==> config.mk <==
export PLATFORM = sky130hd
export DESIGN_NAME = simon_round_ctrl
export DESIGN_NICKNAME = d
export VERILOG_FILES = /design/src/rtl/simon_round_ctrl.sv
export SDC_FILE = /design/constraint.sdc
export NUM_CORES = 1
export LEC_CHECK = 0
export CAP_MARGIN = 10
export CORE_ASPECT_RATIO = 1.4
export CORE_UTILIZATION = 35
export DETAILED_ROUTE_END_ITERATION = 10
export HOLD_SLACK_MARGIN = 0.06
export PLACE_DENSITY = 0.59
export SLEW_MARGIN = 20
export SYNTH_ARGS = -nofsm -noshare
export SYNTH_HDL_FRONTEND = slang
export SYNTH_SLANG_ARGS = --single-unit
export TNS_END_PERCENT = 1
==> constraint.sdc <==
create_clock -name clk -period 3.2 [get_ports clk]
set_clock_uncertainty 0.15 [all_clocks]
set_input_delay 0.96 -clock clk [delete_from_list [all_inputs] [get_ports clk]]
set_output_delay 0.96 -clock clk [all_outputs]
set_load 0.01 [all_outputs]
==> src/rtl/simon_round_ctrl.sv <==
// Simon Says round sequencer: plays the stored pattern, checks player entries, keeps score/best.
// Build option: define SIMON_TIMEOUT_EN to lose after TIMEOUT_TICKS ticks without an entry.
module simon_round_ctrl #(
    parameter int MAX_ROUNDS    = 39,
    parameter int SW            = 6,
    parameter int TIMEOUT_TICKS = 8
) (
    input  logic          clk,
    input  logic          rst_n,
    input  logic          tick,
    input  logic          start,
    input  logic          enter,
    input  logic [3:0]    sw,
    output logic [SW-1:0] pat_addr,
    input  logic [3:0]    pat_data,
    output logic [3:0]    led,
    output logic          led_play,
    output logic          led_first,
    output logic [SW-1:0] score,
    output logic [SW-1:0] best,
    output logic          busy,
    output logic          game_over,
    output logic          won
);

    typedef enum logic [3:0] {
        ST_IDLE      = 4'd0,
        ST_FETCH     = 4'd1,
        ST_SHOW_WAIT = 4'd2,
        ST_SHOW_ON   = 4'd3,
        ST_IN_WAIT   = 4'd4,
        ST_CHK_RD    = 4'd5,
        ST_CHECK     = 4'd6,
        ST_WIN       = 4'd7,
        ST_LOSE      = 4'd8
    } state_t;

    localparam logic [SW-1:0] SW_ZERO     = {SW{1'b0}};
    localparam logic [SW-1:0] SW_ONE      = SW'(1);
    localparam logic [SW-1:0] ROUNDS_LAST = SW'(MAX_ROUNDS);

    state_t        state_r;
    logic          dly_r;
    logic [SW-1:0] idx_r;
    logic [3:0]    step_r;
    logic [3:0]    sw_r;
    logic [SW-1:0] pat_addr_r;
    logic [SW-1:0] score_r;
    logic [SW-1:0] best_r;
    logic [3:0]    led_r;
    logic          led_play_r;
    logic          led_first_r;
    logic          busy_r;
    logic          game_over_r;
    logic          won_r;

    logic [SW-1:0] idx_inc_s;
    logic [SW-1:0] score_inc_s;
    logic          last_step_s;
    logic          match_s;
    logic          timeout_s;

    assign idx_inc_s   = idx_r + SW_ONE;
    assign score_inc_s = score_r + SW_ONE;
    assign last_step_s = (idx_r == score_r);
    assign match_s     = (pat_data == sw_r);

`ifdef SIMON_TIMEOUT_EN
    localparam int TCW = (TIMEOUT_TICKS > 1) ? $clog2(TIMEOUT_TICKS) : 1;
    localparam logic [TCW-1:0] TC_LAST = TCW'(TIMEOUT_TICKS - 1);

    logic [TCW-1:0] tcnt_r;

    // Entry timeout counter; zero on every arrival in IN_WAIT, a same-cycle enter beats the tick
    always_ff @(posedge clk or negedge rst_n) begin
        if (!rst_n) begin
            tcnt_r <= {TCW{1'b0}};
        end else if (start || (state_r != ST_IN_WAIT)) begin
            tcnt_r <= {TCW{1'b0}};
        end else if (tick && !enter) begin
            tcnt_r <= tcnt_r + TCW'(1);
        end else begin
            tcnt_r <= tcnt_r;
        end
    end

    assign timeout_s = tick && (tcnt_r == TC_LAST);
`else
    assign timeout_s = 1'b0;
`endif

    // Game sequencer: playback, entry capture, scoring and end-of-game flags
    always_ff @(posedge clk or negedge rst_n) begin
        if (!rst_n) begin
            state_r     <= ST_IDLE;
            dly_r       <= 1'b0;
            idx_r       <= SW_ZERO;
            step_r      <= 4'd0;
            sw_r        <= 4'd0;
            pat_addr_r  <= SW_ZERO;
            score_r     <= SW_ZERO;
            best_r      <= SW_ZERO;
            led_r       <= 4'd0;
            led_play_r  <= 1'b0;
            led_first_r <= 1'b0;
            busy_r      <= 1'b0;
            game_over_r <= 1'b0;
            won_r       <= 1'b0;
        end else if (start) begin
            // start outranks tick/enter and aborts whatever is in progress
            state_r     <= ST_FETCH;
            dly_r       <= 1'b0;
            idx_r       <= SW_ZERO;
            pat_addr_r  <= SW_ZERO;
            score_r     <= SW_ZERO;
            led_r       <= 4'd0;
            led_play_r  <= 1'b0;
            led_first_r <= 1'b0;
            busy_r      <= 1'b1;
            game_over_r <= 1'b0;
            won_r       <= 1'b0;
        end else begin
            case (state_r)
                ST_IDLE: begin
                    state_r <= ST_IDLE;
                    busy_r  <= 1'b0;
                end
                ST_FETCH: begin
                    if (dly_r) begin
                        step_r  <= pat_data;
                        dly_r   <= 1'b0;
                        state_r <= ST_SHOW_WAIT;
                    end else begin
                        dly_r <= 1'b1;
                    end
                end
                ST_SHOW_WAIT: begin
                    if (tick) begin
                        led_r       <= step_r;
                        led_play_r  <= 1'b1;
                        led_first_r <= (idx_r == SW_ZERO);
                        state_r     <= ST_SHOW_ON;
                    end else begin
                        state_r <= ST_SHOW_WAIT;
                    end
                end
                ST_SHOW_ON: begin
                    if (tick) begin
                        led_r       <= 4'd0;
                        led_play_r  <= 1'b0;
                        led_first_r <= 1'b0;
                        if (last_step_s) begin
                            idx_r      <= SW_ZERO;
                            pat_addr_r <= SW_ZERO;
                            state_r    <= ST_IN_WAIT;
                        end else begin
                            idx_r      <= idx_inc_s;
                            pat_addr_r <= idx_inc_s;
                            dly_r      <= 1'b0;
                            state_r    <= ST_FETCH;
                        end
                    end else begin
                        state_r <= ST_SHOW_ON;
                    end
                end
                ST_IN_WAIT: begin
                    if (enter) begin
                        sw_r    <= sw;
                        dly_r   <= 1'b0;
                        state_r <= ST_CHK_RD;
                    end else if (timeout_s) begin
                        game_over_r <= 1'b1;
                        busy_r      <= 1'b0;
                        state_r     <= ST_LOSE;
                    end else begin
                        state_r <= ST_IN_WAIT;
                    end
                end
                ST_CHK_RD: begin
                    if (dly_r) begin
                        dly_r   <= 1'b0;
                        state_r <= ST_CHECK;
                    end else begin
                        dly_r <= 1'b1;
                    end
                end
                ST_CHECK: begin
                    if (!match_s) begin
                        game_over_r <= 1'b1;
                        busy_r      <= 1'b0;
                        state_r     <= ST_LOSE;
                    end else if (!last_step_s) begin
                        idx_r      <= idx_inc_s;
                        pat_addr_r <= idx_inc_s;
                        state_r    <= ST_IN_WAIT;
                    end else begin
                        score_r <= score_inc_s;
                        best_r  <= (score_inc_s > best_r) ? score_inc_s : best_r;
                        if (score_inc_s == ROUNDS_LAST) begin
                            game_over_r <= 1'b1;
                            won_r       <= 1'b1;
                            busy_r      <= 1'b0;
                            state_r     <= ST_WIN;
                        end else begin
                            idx_r      <= SW_ZERO;
                            pat_addr_r <= SW_ZERO;
                            dly_r      <= 1'b0;
                            state_r    <= ST_FETCH;
                        end
                    end
                end
                ST_WIN: begin
                    state_r <= ST_WIN;
                end
                ST_LOSE: begin
                    state_r <= ST_LOSE;
                end
                default: begin
                    state_r     <= ST_IDLE;
                    led_r       <= 4'd0;
                    led_play_r  <= 1'b0;
                    led_first_r <= 1'b0;
                    busy_r      <= 1'b0;
                end
            endcase
        end
    end

    assign pat_addr  = pat_addr_r;
    assign led       = led_r;
    assign led_play  = led_play_r;
    assign led_first = led_first_r;
    assign score     = score_r;
    assign best      = best_r;
    assign busy      = busy_r;
    assign game_over = game_over_r;
    assign won       = won_r;

endmodule

==> flow_summary.yaml <==
outcome:
  outcome: "finished, final reports clean"
cts:
  cts_num_sinks: 40
  cts_tree: "done"
  path_clk_slew_ns: 0.08
  cts_resized: 0
  cts-root-buf: "clkbuf_8"
  cts_buffers: 5
  hold_buffers: 0
  clk-insertion-delay-late_ns: 0.29
  htreeDepth: 2
  post_cts_buffers: 0
  cts_buffer_depth: 2
setup_path:
  worstPathRequired_ns: 3.23
  crit_start: "score[1]"
  cp.buffers_inverters: 0
  max_stage_delay_ns: 0.49
  cpMaxStageDelayCell: "dfrtp_1"
  critPathMaxFanout: 6
  worstPathArrival_ns: 2.86
  critPathLaunchType: "flip-flop"
  r2r_slack_ns: 0.37
  endpoint: "best[3]"
  crit_top_cell: "ha_1"
  path_depth: 9
  r2r_cells: 9
  cp-end-kind: "flip-flop"
  crit_type: "flip-flop to flip-flop"
  cp_top_family: "adder cells"
  r2r-end: "best[3]"
  crit_chain: "ha_1 -> nand3_1 -> xnor2_1 -> ha_1 -> a21oi_1 -> nand2_1 -> a221o_1 -> and3_1 -> mux2_4"
  r2r-start: "score[1]"
timing:
  min_period_ns: 2.83
  post-route-period-util_pct: 88.5
  hold_violations: 0
  relSlewSlack_pct: 38.5
  worst_pin_slew_ns: 0.923
  report.final.setup_viol: 0
  tns_ns: 0
  rsz0062_at_grt: "no"
  setup_ws_ns: 0.368
  slew_violations: 0
  fmax_ghz: 0.353
power:
  swShare_pct: 32.6
  p_per_area_mw_per_mm2: 454
  p_switching_mw: 0.434
  pwr-share-clk_pct: 25.6
  power.internal_mw: 0.898
  power_frac_comb_pct: 23.7
  ir_drop_mv: 0.225
  pwr-share-seq_pct: 50.7
  leakage_nw: 1.28
detailed_routing:
  wl_per_cell_um: 15.1
  drt_first_pass_iters: 4
  route.detailed.drc: 0
  viasPerCell: 5.42
  vias: 1942
  finalWirelength_um: 5390
  final_antenna_net_count: 0
  drt_iter0_drc: 79
global_routing:
  grt_max_degree: 41
  grt_pass1_vias: 1966
  grt_pass1_wl_um: 9310
  antenna_found_initial: 0
  grt-ovfl-total: 0
  track_usage_pct: 16.8
synth:
  ys_ff_latch: 40
  ys.flop_type: "dfrtp_1"
  syn_inst: 241
  synth_fa_ha_area_share_pct: 5.27
  synth-edff-count: 0
  synth_compound_area_share_pct: 14.7
  async_flop_share_pct: 100
  syn_area_per_cell_sq_um: 9.85
  synthXorXnorAreaFrac_pct: 5.54
  synth_fp_nets: 264
  syn_area_sq_mm: 0.00237
  synthSimpleGateAreaFrac_pct: 18.9
  synth-seq-area-share_pct: 42.2
  synth.distinct_cells: 52
  yosysWarningCount: 0
  muxShareOfSynthArea_pct: 8.33
  synth_top_family_by_area: "simple AND/OR/NAND/NOR gates"
final_layout:
  n_antenna_cell: 0
  final_common_cell: "dfrtp_1"
  most-common-layout-cells: "dfrtp_1, clkdlybuf4s50_1, nor2_1"
  fin_nets: 306
  syn2layout_area_growth_pct: 23.6
  drive_gt1_share_pct: 11.3
worst_hold_path:
  hp-start: "led_play"
  min_path_type: "flip-flop to flip-flop"
floorplanning:
  ios: 40
  die_w_um: 71.6
  core_area_sq_mm: 0.00657
  dieArea_sq_mm: 0.00712
  rows: 35
  dieHeight_um: 99.4
  start_util_pct: 36.1
place:
  detailed_place_hpwl_um: 3990
  pre_cts_ws_ns: 0.0551
  port_buffers: 39
  routabilityCongestion: 0.778
job:
  cap_violations: 0
[worst min path at each step]
stage / end / slack (ns) / cells past startpoint
final: led_play / 0.34 / 1
after global routing: led_play / 0.36 / 1
after CTS: led_play / 0.35 / 1
after detailed placement: led_play / 0.32 / 1
after global placement: led_play / 0.32 / 1
after floorplan: led[0] / 0.32 / 1
[sequential cells by signal (all words and copies together) (netlist names)]
register / count
best: 6
pat_addr: 6
score: 6
led: 4
state_r: 4
step_r: 4
sw_r: 4
busy: 1
dly_r: 1
game_over: 1
led_first: 1
led_play: 1
won: 1
[power groups by stage]
stage          registers [mW]  logic (mW)  clock network [mW]
4_1_cts                 0.673       0.320               0.354
6_report                0.675       0.316               0.341
3_3_place_gp            0.685       0.317                   0
3_5_place_dp            0.682       0.319                   0
5_1_grt                 0.688       0.358               0.381
2_1_floorplan           0.627       0.266                   0
[logic make-up (layout without fill, tap and decap cells)]
logic type | after synthesis | count (layout)
fa+ha+maj | 10 | 10
mux | 16 | 16
compound gates | 50 | 50
simple gates | 82 | 82
flops | 40 | 40
buf+inv | 28 | 71
xor+xnor | 15 | 15
[cell usage after synthesis (all sizes together), types with 3 or more instances]
| cell | count | share of area [%] |
|---|---|---|
| nor2 | 24 | 3.8 |
| xnor2 | 13 | 4.8 |
| nand3b | 3 | 0.95 |
| o211ai | 4 | 1.3 |
| dfrtp | 40 | 42 |
| nand2b | 4 | 1.1 |
| o21ai | 4 | 1.0 |
| nand3 | 13 | 2.7 |
| a211oi | 4 | 1.3 |
| nand4 | 5 | 1.3 |
| a31oi | 3 | 0.79 |
| nor2b | 6 | 1.6 |
| mux2 | 15 | 7.9 |
| nor4 | 3 | 1.3 |
| nand2 | 8 | 1.3 |
| inv | 17 | 2.7 |
| clkbuf | 7 | 1.1 |
| a21oi | 14 | 3.0 |
| and3 | 4 | 1.1 |
| a22o | 4 | 1.5 |
| nor3 | 3 | 0.63 |
| ha | 10 | 5.3 |
| buf | 4 | 1.3 |
[metal layers]
layer / share of wire, % / global-route usage (%) / up-vias
li1: - / - / 952
met3: 4.2 / 3.95 / 6
met5: 0 / 0 / -
met4: 1.5 / 6.18 / 0
met1: 43 / 20.3 / 936
met2: 51 / 28.7 / 48
[metrics by stage]
step / total power [mW] / util (%) / std cells / instance area, sq um / hold slack (ns)
6_report: 1.33 / 44.7 / 358 / 2930 / 0.338
4_1_cts: 1.35 / 44.7 / 358 / 2930 / 0.348
2_1_floorplan: 0.893 / - / 241 / 2370 / 0.317
5_1_grt: 1.43 / 44.7 / 358 / 2930 / 0.363
3_3_place_gp: 1.00 / 43.3 / 350 / 2850 / 0.321
3_5_place_dp: 1.00 / 43.3 / 350 / 2850 / 0.316
[layout make-up]
cell class	count	area, sq um
sequential	40	1000
fill	656	3630
timing repair buffer	46	438
clock inverter	3	18.8
tap	74	92.6
multi-input combinational	173	1250
inverter	17	63.8
clock buffer	5	68.8
Note: power is estimated with default switching activity, not from simulation.
